$ cat config.mk
export PLATFORM = sky130hd
export DESIGN_NAME = rrd_uop_rx_queue_flat
export DESIGN_NICKNAME = d
export VERILOG_FILES = /design/src/rtl/rrd_uop_rx_queue_if.sv /design/src/rtl/rrd_uop_rx_queue.sv /design/src/flat_wrapper.sv
export SDC_FILE = /design/constraint.sdc
export NUM_CORES = 1
export LEC_CHECK = 0
export BUFFER_PORTS_ARGS = -buffer_cell sky130_fd_sc_hd__buf_2
export CELL_PAD_IN_SITES_DETAIL_PLACEMENT = 0
export CELL_PAD_IN_SITES_GLOBAL_PLACEMENT = 1
export CORE_ASPECT_RATIO = 1.2
export CORE_UTILIZATION = 46
export CTS_CLUSTER_DIAMETER = 40
export CTS_CLUSTER_SIZE = 20
export DETAILED_ROUTE_END_ITERATION = 8
export HOLD_SLACK_MARGIN = 0.05
export PLACE_DENSITY = 0.9
export SYNTH_ARGS = -nofsm -noshare
export SYNTH_HDL_FRONTEND = slang
export SYNTH_SLANG_ARGS = --single-unit
$ cat constraint.sdc
create_clock -name clock -period 4.35 [get_ports clock]
set_input_delay 0.6525 -clock clock [delete_from_list [all_inputs] [get_ports clock]]
set_output_delay 0.6525 -clock clock [all_outputs]
set_load 0.005 [all_outputs]
$ cat src/rtl/rrd_uop_rx_queue_if.sv
// rrd_uop_rx_queue_if: the register-read-decode to ALU micro-op hand-off.
// It carries the micro-op handshake, the head presentation to execute,
// and the branch-update and flush broadcasts.
//
// Handshake: a transfer happens on a rising edge where valid and ready
// are both high. The producer holds its offer until it sees ready.
// in_ready depends only on registered queue state. out_valid may drop
// combinationally in the same cycle when the head is killed.
interface rrd_uop_rx_queue_if #(
  parameter int PAYLOAD_W = 57,
  parameter int BR_W      = 20
);
  logic                 in_valid;
  logic                 in_ready;
  logic [BR_W-1:0]      in_br_mask;
  logic [PAYLOAD_W-1:0] in_payload;
  logic                 out_valid;
  logic                 out_ready;
  logic [BR_W-1:0]      out_br_mask;
  logic [PAYLOAD_W-1:0] out_payload;
  logic [BR_W-1:0]      brupdate_resolve_mask;
  logic [BR_W-1:0]      brupdate_mispredict_mask;
  logic                 flush;

  modport master (
    output in_valid, in_br_mask, in_payload, out_ready,
           brupdate_resolve_mask, brupdate_mispredict_mask, flush,
    input  in_ready, out_valid, out_br_mask, out_payload
  );

  modport slave (
    input  in_valid, in_br_mask, in_payload, out_ready,
           brupdate_resolve_mask, brupdate_mispredict_mask, flush,
    output in_ready, out_valid, out_br_mask, out_payload
  );
endinterface

$ cat src/rtl/rrd_uop_rx_queue.sv
// rrd_uop_rx_queue: a small collapsing queue of decoded micro-ops in front
// of ALU execute. It keeps branch masks current and kills entries on a
// mispredict or a flush.
// Optional feature: define RRD_UOP_RX_KILL_CNT_EN to add a saturating
// 16-bit kill_count output. It counts killed entries plus dropped incoming
// micro-ops.
module rrd_uop_rx_queue #(
  parameter int DEPTH     = 2,
  parameter int PAYLOAD_W = 57,
  parameter int BR_W      = 20
) (
  input  logic              clock,
  input  logic              reset,
  rrd_uop_rx_queue_if.slave q
`ifdef RRD_UOP_RX_KILL_CNT_EN
  ,
  output logic [15:0]       kill_count
`endif
);

  localparam int CNT_W = $clog2(DEPTH + 1);

  logic [DEPTH-1:0]     valid_r;
  logic [BR_W-1:0]      mask_r    [DEPTH];
  logic [PAYLOAD_W-1:0] payload_r [DEPTH];

  logic [DEPTH-1:0]     kill;
  logic [DEPTH-1:0]     keep;
  logic [CNT_W-1:0]     count;
  logic [CNT_W-1:0]     pos       [DEPTH];
  logic [CNT_W-1:0]     run;
  logic [CNT_W-1:0]     n_keep;
  logic                 in_hit;
  logic                 enq;
  logic                 enq_store;
  logic                 enq_drop;
  logic                 deq;

  logic [DEPTH-1:0]     n_valid;
  logic [BR_W-1:0]      n_mask    [DEPTH];
  logic [PAYLOAD_W-1:0] n_payload [DEPTH];

  // Occupancy and the kill vector for this cycle.
  // The queue is always collapsed, so occupancy equals the number of valid
  // entries.
  always_comb begin
    count = '0;
    for (int i = 0; i < DEPTH; i++) begin
      count   = count + CNT_W'(valid_r[i]);
      kill[i] = valid_r[i] &
                (q.flush | (|(mask_r[i] & q.brupdate_mispredict_mask)));
    end
  end

  assign q.in_ready    = (count < CNT_W'(DEPTH));
  assign in_hit        = |(q.in_br_mask & q.brupdate_mispredict_mask);
  assign enq           = q.in_valid & q.in_ready;
  assign enq_store     = enq & ~q.flush & ~in_hit;
  assign enq_drop      = enq & ~enq_store;

  assign q.out_valid   = valid_r[0] & ~kill[0];
  assign q.out_payload = payload_r[0];
  assign q.out_br_mask = mask_r[0] & ~q.brupdate_resolve_mask;
  assign deq           = q.out_valid & q.out_ready;

  // Survivors are valid entries that are not killed and not leaving via
  // the head.
  always_comb begin
    keep    = valid_r & ~kill;
    keep[0] = keep[0] & ~deq;
  end

  // Destination slot of each survivor is the number of survivors older
  // than it.
  always_comb begin
    run = '0;
    for (int i = 0; i < DEPTH; i++) begin
      pos[i] = run;
      run    = run + CNT_W'(keep[i]);
    end
    n_keep = run;
  end

  // Build the collapsed next-state image.
  // Survivors come first, followed by any stored micro-op.
  always_comb begin
    for (int j = 0; j < DEPTH; j++) begin
      n_valid[j]   = 1'b0;
      n_mask[j]    = mask_r[j];
      n_payload[j] = payload_r[j];
      for (int i = 0; i < DEPTH; i++) begin
        if (keep[i] && pos[i] == CNT_W'(j)) begin
          n_valid[j]   = 1'b1;
          n_mask[j]    = mask_r[i] & ~q.brupdate_resolve_mask;
          n_payload[j] = payload_r[i];
        end
      end
      if (enq_store && n_keep == CNT_W'(j)) begin
        n_valid[j]   = 1'b1;
        n_mask[j]    = q.in_br_mask & ~q.brupdate_resolve_mask;
        n_payload[j] = q.in_payload;
      end
    end
  end

  // Queue storage: an asynchronous reset clears everything.
  always_ff @(posedge clock or negedge reset) begin
    if (!reset) begin
      valid_r <= '0;
      for (int i = 0; i < DEPTH; i++) begin
        mask_r[i]    <= '0;
        payload_r[i] <= '0;
      end
    end else begin
      valid_r <= n_valid;
      for (int i = 0; i < DEPTH; i++) begin
        mask_r[i]    <= n_mask[i];
        payload_r[i] <= n_payload[i];
      end
    end
  end

`ifdef RRD_UOP_RX_KILL_CNT_EN
  logic [3:0]  kill_n;
  logic [16:0] kill_sum;

  // Number of entries killed plus any dropped incoming micro-op this cycle.
  always_comb begin
    kill_n = 4'(enq_drop);
    for (int i = 0; i < DEPTH; i++) begin
      kill_n = kill_n + 4'(kill[i]);
    end
    kill_sum = {1'b0, kill_count} + 17'(kill_n);
  end

  // Saturating kill counter.
  always_ff @(posedge clock or negedge reset) begin
    if (!reset) begin
      kill_count <= '0;
    end else begin
      kill_count <= kill_sum[16] ? 16'hFFFF : kill_sum[15:0];
    end
  end
`endif

endmodule

$ cat src/flat_wrapper.sv
// flat-port wrapper written by rule: the top's interface ports become plain ports
module rrd_uop_rx_queue_flat 
#(
  parameter int DEPTH     = 2,
  parameter int PAYLOAD_W = 57,
  parameter int BR_W      = 20
)
  (clock, reset, q_in_valid, q_in_br_mask, q_in_payload, q_out_ready, q_brupdate_resolve_mask, q_brupdate_mispredict_mask, q_flush, q_in_ready, q_out_valid, q_out_br_mask, q_out_payload);
  rrd_uop_rx_queue_if #(.PAYLOAD_W(PAYLOAD_W), .BR_W(BR_W)) q_i ();
  input  logic clock;
  input  logic reset;
  input wire logic [$bits(q_i.in_valid)-1:0] q_in_valid;
  input wire logic [$bits(q_i.in_br_mask)-1:0] q_in_br_mask;
  input wire logic [$bits(q_i.in_payload)-1:0] q_in_payload;
  input wire logic [$bits(q_i.out_ready)-1:0] q_out_ready;
  input wire logic [$bits(q_i.brupdate_resolve_mask)-1:0] q_brupdate_resolve_mask;
  input wire logic [$bits(q_i.brupdate_mispredict_mask)-1:0] q_brupdate_mispredict_mask;
  input wire logic [$bits(q_i.flush)-1:0] q_flush;
  output wire logic [$bits(q_i.in_ready)-1:0] q_in_ready;
  output wire logic [$bits(q_i.out_valid)-1:0] q_out_valid;
  output wire logic [$bits(q_i.out_br_mask)-1:0] q_out_br_mask;
  output wire logic [$bits(q_i.out_payload)-1:0] q_out_payload;
  assign q_i.in_valid = q_in_valid;
  assign q_i.in_br_mask = q_in_br_mask;
  assign q_i.in_payload = q_in_payload;
  assign q_i.out_ready = q_out_ready;
  assign q_i.brupdate_resolve_mask = q_brupdate_resolve_mask;
  assign q_i.brupdate_mispredict_mask = q_brupdate_mispredict_mask;
  assign q_i.flush = q_flush;
  assign q_in_ready = q_i.in_ready;
  assign q_out_valid = q_i.out_valid;
  assign q_out_br_mask = q_i.out_br_mask;
  assign q_out_payload = q_i.out_payload;
  rrd_uop_rx_queue #(.DEPTH(DEPTH), .PAYLOAD_W(PAYLOAD_W), .BR_W(BR_W)) u_core (.clock(clock), .reset(reset), .q(q_i));
endmodule
# Word-level counts from Yosys, hierarchy flattened
# Index checks and enable logic that the tools add are counted.
totals:
  word_cells: 56
  output_inout_bits: 79
  input_bits: 122
  ff_bits: 156
op_classes:
  eq_ne: 1
  n_lt_le_gt_ge: 1
  n_bitwise: 23
  n_mux: 12
  addsub: 2
  n_reduce_logical: 12
op_table:
  columns: ["operator", "count"]
  rows:
  - ["$and A20 B20 Y20", 6]
  - ["$mux W57", 2]
  - ["$mux W20", 5]
  - ["$reduce_or A20 Y1", 3]
  - ["$not A20 Y20", 1]
  - ["$and A1 B1 Y1", 8]
  - ["$mux W1", 5]
  - ["$add A1 B1 Y2", 2]
  - ["$logic_and A1 B1 Y1", 4]
  - ["$logic_not A2 Y1", 2]
  - ["$not A1 Y1", 4]
  - ["$reduce_bool A2 Y1", 2]
  - ["$reduce_bool A3 Y1", 1]
  - ["$and A2 B2 Y2", 1]
  - ["$eq A2 B1 Y1 const B", 1]
  - ["$lt A2 B2 Y1 const B", 1]
  - ["$not A2 Y2", 1]
  - ["$or A1 B1 Y1", 2]

# Depth between registers and ports, before layout
# Gate-level depths: netlist of the first run.
depth:
  ltp_word: 13
  ltp_mapped: 11

# Least setup slack after synthesis of the first run
# No wires, ideal clock.
synth_path:
  path_type: "input port to flip-flop"
  from: "input port q_brupdate_mispredict_mask[2]"
  to: "register u_core.mask_r[38] (netlist bit)"
  slack_ps: 1294
  t_arrival_ps: 2915
  cell_stages: 10
  n_path_buf: 3
  cell_sequence: "a222oi_1 -> nand3_1 -> or2_2 -> or3_1 -> ha_1 -> clkbuf_1 -> clkbuf_1 -> clkbuf_1 -> a221oi_1 -> o22ai_1"
synth_between:
  elab_chain_len: 13
synth_rtl:
  columns: ["item", "line", "text"]
  rows:
  - ["start: declaration", "flat_wrapper.sv:17", "input wire logic [$bits(q_i.brupdate_mispredict_mask)-1:0] q_brupdate_mispredict_mask;"]
  - ["$and A20 B20 Y20", "rrd_uop_rx_queue.sv:51", "(q.flush | (|(mask_r[i] & q.brupdate_mispredict_mask)));"]
  - ["$reduce_or A20 Y1", "rrd_uop_rx_queue.sv:51", null]
  - ["$or A1 B1 Y1", "rrd_uop_rx_queue.sv:51", null]
  - ["$and A1 B1 Y1", "rrd_uop_rx_queue.sv:50", "kill[i] = valid_r[i] &"]
  - ["$not A1 Y1", "rrd_uop_rx_queue.sv:61", "assign q.out_valid = valid_r[0] & ~kill[0];"]
  - ["$and A1 B1 Y1", "rrd_uop_rx_queue.sv:61", null]
  - ["$and A1 B1 Y1", "rrd_uop_rx_queue.sv:64", "assign deq = q.out_valid & q.out_ready;"]
  - ["$not A1 Y1", "rrd_uop_rx_queue.sv:70", "keep[0] = keep[0] & ~deq;"]
  - ["$and A1 B1 Y1", "rrd_uop_rx_queue.sv:70", null]
  - ["$add A1 B1 Y2 / $logic_not A2 Y1 (equally long branches)", "rrd_uop_rx_queue.sv:79, rrd_uop_rx_queue.sv:92", null]
  - ["$logic_not A2 Y1 / $logic_and A1 B1 Y1 (equally long branches)", "rrd_uop_rx_queue.sv:98, rrd_uop_rx_queue.sv:92", null]
  - ["$logic_and A1 B1 Y1 / $mux W20 (equally long branches)", "rrd_uop_rx_queue.sv:98, rrd_uop_rx_queue.sv:92", null]
  - ["$reduce_bool A3 Y1 (no source line) / $mux W20 (equally long branches)", null, null]
  - ["end signal: indexed assignment", "rrd_uop_rx_queue.sv:117", "mask_r[i] <= n_mask[i];"]
  - ["end: declaration", "rrd_uop_rx_queue.sv:24", "logic [BR_W-1:0] mask_r [DEPTH];"]
# Several ways; a longest one is shown, not always the timed one.
# A chain may end at the register's enable or synchronous reset.

# Final worst setup path of the first run
layout_path:
  from: "register u_core.mask_r[22] (netlist bit)"
  to: "register u_core.payload_r (netlist bit u_core.q.out_payload[55])"
layout_between:
  elab_chain_len: 13
layout_rtl:
  columns: ["item", "line", "text"]
  rows:
  - ["$and A20 B20 Y20 (*)", "rrd_uop_rx_queue.sv:51", null]
  - ["$reduce_or A20 Y1 (*)", "rrd_uop_rx_queue.sv:51", null]
  - ["$or A1 B1 Y1 (*)", "rrd_uop_rx_queue.sv:51", null]
  - ["$and A1 B1 Y1 (*)", "rrd_uop_rx_queue.sv:50", null]
  - ["$not A1 Y1", "rrd_uop_rx_queue.sv:61", null]
  - ["$and A1 B1 Y1", "rrd_uop_rx_queue.sv:61", null]
  - ["$and A1 B1 Y1", "rrd_uop_rx_queue.sv:64", null]
  - ["$not A1 Y1", "rrd_uop_rx_queue.sv:70", null]
  - ["$and A1 B1 Y1 (*)", "rrd_uop_rx_queue.sv:70", null]
  - ["$add A1 B1 Y2", "rrd_uop_rx_queue.sv:79", "run = run + CNT_W'(keep[i]);"]
  - ["$logic_not A2 Y1", "rrd_uop_rx_queue.sv:98", "if (enq_store && n_keep == CNT_W'(j)) begin"]
  - ["$logic_and A1 B1 Y1", "rrd_uop_rx_queue.sv:98", null]
  - ["$mux W57 / $reduce_bool A2 Y1 (equally long branches)", null, null]
  - ["end signal: indexed assignment", "rrd_uop_rx_queue.sv:118", "payload_r[i] <= n_payload[i];"]
  - ["end: declaration", "rrd_uop_rx_queue.sv:25", "logic [PAYLOAD_W-1:0] payload_r [DEPTH];"]
# Every way passes the cells marked *; elsewhere a longest branch is shown, timed or not.

==> run metrics, run 1 <==
outcome=finished, final reports clean; drt wl/cell=18.32 um; CP startpoint=u_core.mask_r[22]$_DFFE_PN0P_; worst hold path type=in -> async; CP Capture Type=register; Tmin final=3.342 ns; global-route wire length before repair=31540 um; # IOs=201; Fill cells=between 1500 and 2000; total wire length=19720 um; I/O Buffers=200; Worst R2R Start=u_core.mask_r[22]$_DFFE_PN0P_; clock-pin slew on the worst setup and hold paths=0.07 ns; detailed placer's ending HPWL=~14000 um; largest net degree at the start of global routing=between 90 and 100; die area=0.01847 sq mm; Die H=148.7 um; #FFs+latches synth=156; Max Fclk=around 300 MHz; Placed Area=0.008989 sq mm; initial antenna violation count=1; post-CTS setup buffer count=0; Starting Density=47.11%; crit-path max cell delay=0.46 ns; remaining global-route overflow=0; leakage power=5.099 nW; drt first pass iters=5; Worst Tran Pin Value=0.9150 ns; DRC errors left=0; crit-path max FO=57; crit path to=u_core.q.out_payload[55]$_DFFE_PN0P_; Cell Rows=53; GPL Wtd Cong=between 0.8 and 0.9; multi-input logic area=0.003513 sq mm; CTS Hold Bufs=0; final hold viol count=0; Clk Latency, worst-skew pair=about 0.43 ns; PD cells=337.1 mW/mm^2; share of post-route cells with drive strength above 1=49.36%; CTS tree=done; vias per cell=5.567; Resized Gates After CTS=0; Worst R2R Path Depth=8; Num CTS Buffers=17; Avg Synthesized Cell Area=between 10 and 15 sq um; VDD IR-drop max=0.2202 mV; Worst R2R Setup Slack=1.01 ns; RR Endpoint=u_core.q.out_payload[55]$_DFFE_PN0P_; CTS HTree Levels=4; Critical Path RT=4.65 ns; area delta synth->final=16.49%; routed vias=5990; endpoints failing setup=0; period utilization=76.84%; post-route setup slack=1.008 ns; Max-Slew Margin vs Limit=39.00%; dpl ws=0.6436 ns; core area=0.01751 sq mm; Ys Warns=0; CTS Sinks=156; post-synth cell types=32; final instance area=0.009607 sq mm; crit path max-delay cell type=ha_1; Cell Area, Synth=0.008247 sq mm; fin nets=967; crit path cell chain=a222oi_1 -> nand3_1 -> or2_2 -> or3_1 -> ha_1 -> and3_2 -> buf_4 -> mux2_2; CP arrival=3.65 ns; die width=124.2 um; TNS Setup=0 ns; CTS max path bufs=2; crit start category=register; number of global-route vias before repair=6043; total global-route track usage=a little over a fifth; register area=0.003904 sq mm; max-slew violations=0; sequential fraction of the synthesis area=47.34%; Final Non-Filler Cells=1076; Max-cap violations=0; antenna-violating nets left=0; Syn Nets=between 800 and 900; cells after synthesis=~700; Root Driver=clkbuf_16; # placed instances=1043; RSZ-0062 raised after global routing=no; DR iter-0 viols=352; critical path class=reg -> reg; clock skew=0.01197 ns
## final cells by class
type | instances | area share [%]
Sequential cell | 156 | 40.64
Multi-Input combinational cell | 412 | 36.57
Timing Repair Buffer | 212 | 11.81
Clock buffer | 18 | 4.572
Tap cell | 220 | 2.865
Clock inverter | 14 | 1.836
Inverter | 43 | 1.680
Antenna cell | 1 | 0.02605
## per-layer routing
metal | vias up | global-route usage (%) | part of all wire, %
met4 | 0 | 9.036 | 2.4
li1 | 2734 | - | -
met2 | 245 | 36.85 | 50
met3 | 32 | 6.978 | 7.7
met5 | - | 0 | 0
met1 | 2979 | 25.43 | 40
## synth_stat cells, drive strengths merged
cell type  instances  area, sq um
a221oi            20        175.2
nor3               2        10.01
a211o              1        8.760
o22ai             20        125.1
and4               2        17.52
inv               43        161.4
a22oi             26        195.2
and3               1        6.260
nand2b            21        131.4
mux2             171         1926
a222oi             2        20.02
or3                1        6.260
clkbuf            25        93.84
a211oi             1        7.510
nand4              4        25.02
ha                 3        37.54
dfrtp            156         3904
mux2i             20        200.2
nor4               2        27.53
and2b              1        7.510
a41o              20        200.2
nor2b              2        12.51
or2                2        12.51
nand2             47        176.4
nor2              41        153.9
nand3              2        10.01
buf               73        595.6
## worst min-delay path by stage
| stage | to | slack (ns) | cells past startpoint |
|---|---|---|---|
| finish | u_core.mask_r[21]$_DFFE_PN0P_ | 0.29 | 1 |
| CTS | u_core.mask_r[21]$_DFFE_PN0P_ | 0.35 | 1 |
| detailed placement | u_core.payload_r[51]$_DFFE_PN0N_ | 0.49 | 1 |
| global placement | u_core.payload_r[42]$_DFFE_PN0N_ | 0.49 | 1 |
| global route | u_core.mask_r[1]$_DFFE_PN0P_ | 0.38 | 1 |
| floorplan | u_core.mask_r[0]$_DFFE_PN0P_ | 0.36 | 0 |
## cells by family (layout without fill, tap and decap cells)
| kind of cell | after synthesis | in the layout | share of synthesized area, % |
|---|---|---|---|
| multiplexers | 191 | 191 | 25.78 |
| flip-flops | 156 | 156 | 47.34 |
| buffers and inverters | 141 | 287 | 10.32 |
| AND/OR/NAND/NOR | 128 | 128 | 7.237 |
| AO/OA/AOI/OAI | 90 | 90 | 8.876 |
| adder cells (fa/ha/maj) | 3 | 3 | 0.4552 |
| other | 0 | 1 | 0 |
## metrics by stage
| stage | hold slack, ns | total power, mW | utilization [%] |
|---|---|---|---|
| floorplan | 0.3569 | 1.600 | - |
| global placement | 0.4857 | 1.731 | 51.34 |
| detailed placement | 0.4908 | 1.734 | 51.34 |
| CTS | 0.3457 | 3.275 | 54.86 |
| global route | 0.3756 | 3.354 | 54.86 |
| finish | 0.2935 | 3.238 | 54.87 |
## power breakdown
part           leakage (nW)  internal, mW  switching, mW
Combinational          2.72         0.107          0.122
Sequential             2.07          1.47        0.00790
Clock                 0.304         0.886          0.647
## cells in the final DEF, fill, tap and decap left out, types with 3 or more instances in the layout
cell | synthesis | layout
buf_4 | 62 | 9
inv_1 | 43 | 43
a41o_1 | 20 | 20
clkbuf_16 | 0 | 17
mux2i_1 | 20 | 20
buf_2 | 2 | 199
clkinv_4 | 0 | 3
nor2_1 | 41 | 41
inv_6 | 0 | 4
dfrtp_1 | 156 | 156
a22oi_1 | 26 | 26
nand2b_1 | 21 | 21
nand4_1 | 4 | 4
o22ai_1 | 20 | 20
nand2_1 | 47 | 47
inv_8 | 0 | 3
mux2_2 | 171 | 171
buf_12 | 3 | 3
a221oi_1 | 20 | 20
## sequential cells by signal (all words and copies together) (netlist names)
name                  flops
u_core.mask_r            40
u_core.payload_r         57
u_core.q.out_payload     57
u_core.valid_r            2
## critical path: cells and delay by family, from the launching register on
kind / cells / cell delay, ns
AOI/OAI and AO/OA: 1 / 0.40
adders and majority gates: 1 / 0.46
buffers and inverters: 1 / 0.37
DFF: 1 / 0.40
muxes: 1 / 0.38
and+or+nand+nor: 4 / 1.18
(Power assumes the default switching activity.)
==> run 2: changes to the inputs <==
CORE_UTILIZATION = 42   (was 46)
PLACE_DENSITY = 0.83   (was 0.9)
clock period = 3.15 ns   (was 4.35 ns; I/O delays follow)
==> run 2 against run 1 <==
- hold slack got worse by 0.24 ns
- flip-flop and latch count did not move
- setup slack got worse by 0.85 ns
- combinational power rose by 40%
- die area rose by 9.4%
- critical path depth did not move
- via count fell by 0.80%
- core utilization fell by 3.8 points
- clock skew fell by 0.0012 ns
==> run metrics, run 2 (same netlist as run 1, synthesis figures left out) <==
outcome=finished, final reports clean; endpoints failing setup=0 (unchanged); die width=129.9 um (+4.6%); antenna diode count=0 (-1); Max Fclk=334.1 MHz (+12%); CTS max path bufs=2 (unchanged); antenna-violating nets left=0 (unchanged); crit start category=register; fin util=51.07% (-3.8 points); number of global-route vias before repair=6105 (+1.0%); Tmin final=2.993 ns (-0.3492 ns); most common cell after layout, fill and taps aside=buf_2; WHS=0.05060 ns (-0.2429 ns); period utilization=95.02% (+18 points); core area=0.01906 sq mm (+8.9%); Final Non-Filler Cells=1121 (+4.2%); dpl ws=-0.08072 ns (-0.7243 ns); largest net degree at the start of global routing=75 (-23%); Placed Area=0.009171 sq mm (+2.0%); DRC errors left=0 (unchanged); remaining global-route overflow=0 (unchanged); CTS HTree Levels=4 (unchanged); Root Driver=clkbuf_16; Cell Rows=55 (+3.8%); fin nets=977 (+1.0%); drt first pass iters=5 (unchanged); Worst Tran Pin Value=0.7363 ns (-0.1786 ns); # placed instances=1089 (+4.4%); crit-path max cell delay=0.46 ns (about the same); Crit path max-delay family=simple AND/OR/NAND/NOR gates; Buf/Inv on CP=1 (unchanged); total global-route track usage=20.78% (-0.98 points); leakage power=5.130 nW (+0.59%); post-route setup slack=0.1569 ns (-0.8508 ns); register area=0.003904 sq mm (unchanged); critical path class=reg -> reg; CP arrival=3.30 ns (-0.35 ns); crit path max-delay cell type=a222oi_1; VDD IR-drop max=0.3193 mV (+45%); crit-path max FO=28 (-51%); Num CTS Buffers=17 (unchanged); GPL Wtd Cong=0.8428 (-1.6%); Resized Gates After CTS=0 (unchanged); global-route wire length before repair=31970 um (+1.4%); DR iter-0 viols=343 (-2.6%); CTS tree=done; clock skew=0.01080 ns (-0.001165 ns); Starting Density=43.26% (-3.8 points); final instance area=0.009734 sq mm (+1.3%); drt wl/cell=17.91 um (-2.2%); crit path cell chain=a222oi_1 -> nand3_1 -> or2_2 -> or3_4 -> ha_4 -> and2b_4 -> buf_12 -> mux2_2; CP Capture Type=register; Critical Path RT=3.46 ns (-1.19 ns); share of post-route cells with drive strength above 1=50.06% (+0.70 points); max-slew violations=0 (unchanged); worst hold path type=in -> async; RSZ-0062 raised after global routing=no; detailed placer's ending HPWL=14230 um (+3.2%); CTS Hold Bufs=0 (unchanged); # IOs=201 (unchanged); Fill cells=1730 (+8.5%); most frequent cells in the layout=buf_2 (199), mux2_2 (171), dfrtp_1 (156); area delta synth->final=18.04%; initial antenna violation count=1 (unchanged); die area=0.02020 sq mm (+9.4%); PD cells=442.2 mW/mm^2 (+31%); clock-pin slew on the worst setup and hold paths=0.07 ns (about the same); post-CTS setup buffer count=0 (unchanged); TNS Setup=0 ns (unchanged); final hold viol count=0 (unchanged); Tot Pwr=4.305 mW (+33%); Clk Latency, worst-skew pair=0.43 ns (about the same); vias per cell=5.301 (-4.8%); Max-cap violations=0 (unchanged); CTS Sinks=156 (unchanged); Max-Slew Margin vs Limit=50.91% (+12 points); multi-input logic area=0.003518 sq mm (+0.14%); I/O Buffers=200 (unchanged); Die H=155.5 um (+4.6%); routed vias=5942 (-0.80%); total wire length=20080 um (+1.9%)
## run 2: changes by cell type in the layout (fill, tap and decap cells not counted), sizes merged
cell      previous run  this run
clkinv               5         4
clkinvlp             0         3
inv                 50        49
bufinv               2         0
diode                1         0
buf                212       222
clkbuf              18        19
## run 2: power by group
| group | internal, mW | switching (mW) |
|---|---|---|
| Clock | 1.07 | 0.878 |
| Combinational | 0.151 | 0.170 |
| Sequential | 2.03 | 0.0114 |
## run 2: final cells by class
type / count / share of cell area [%]
Inverter: 43 / 1.658
Tap cell: 256 / 3.290
Sequential cell: 156 / 40.10
Timing Repair Buffer: 222 / 13.07
Multi-Input combinational cell: 412 / 36.14
Clock inverter: 13 / 1.080
Clock buffer: 19 / 4.653
## run 2: worst reg2reg max path, stage by stage, from the launching register on
cell and delay, ns:
dfrtp_1 0.39, a222oi_1 0.46, nand3_1 0.16, or2_2 0.34, or3_4 0.41, ha_4 0.22, and2b_4 0.30, buf_12 0.21
mux2_2 0.40
## run 2: path summary, 6_finish.rpt
kind / start / to / slack (ns) / cells after the start
max: u_core.mask_r[22]$_DFFE_PN0P_ / u_core.payload_r[4]$_DFFE_PN0N_ / 0.16 / 8
max reg2reg: u_core.mask_r[22]$_DFFE_PN0P_ / u_core.payload_r[4]$_DFFE_PN0N_ / 0.16 / 8
min: reset / u_core.mask_r[21]$_DFFE_PN0P_ / 0.05 / 1
max in group asynchronous: reset / u_core.payload_r[3]$_DFFE_PN0N_ / 2.35 / 2
min reg2reg: u_core.payload_r[13]$_DFFE_PN0N_ / u_core.payload_r[13]$_DFFE_PN0N_ / 0.50 / 1
min in group clock: q_in_payload[23] / u_core.payload_r[23]$_DFFE_PN0N_ / 0.29 / 2
## run 2: metal layers
metal | GRT usage, % | vias up | routed length, um
li1 | - | 2757 | -
met1 | 25.97 | 2907 | 8472
met2 | 33.66 | 242 | 9646
met3 | 6.362 | 34 | 1539
met4 | 7.586 | 2 | 406
met5 | 0 | - | 17
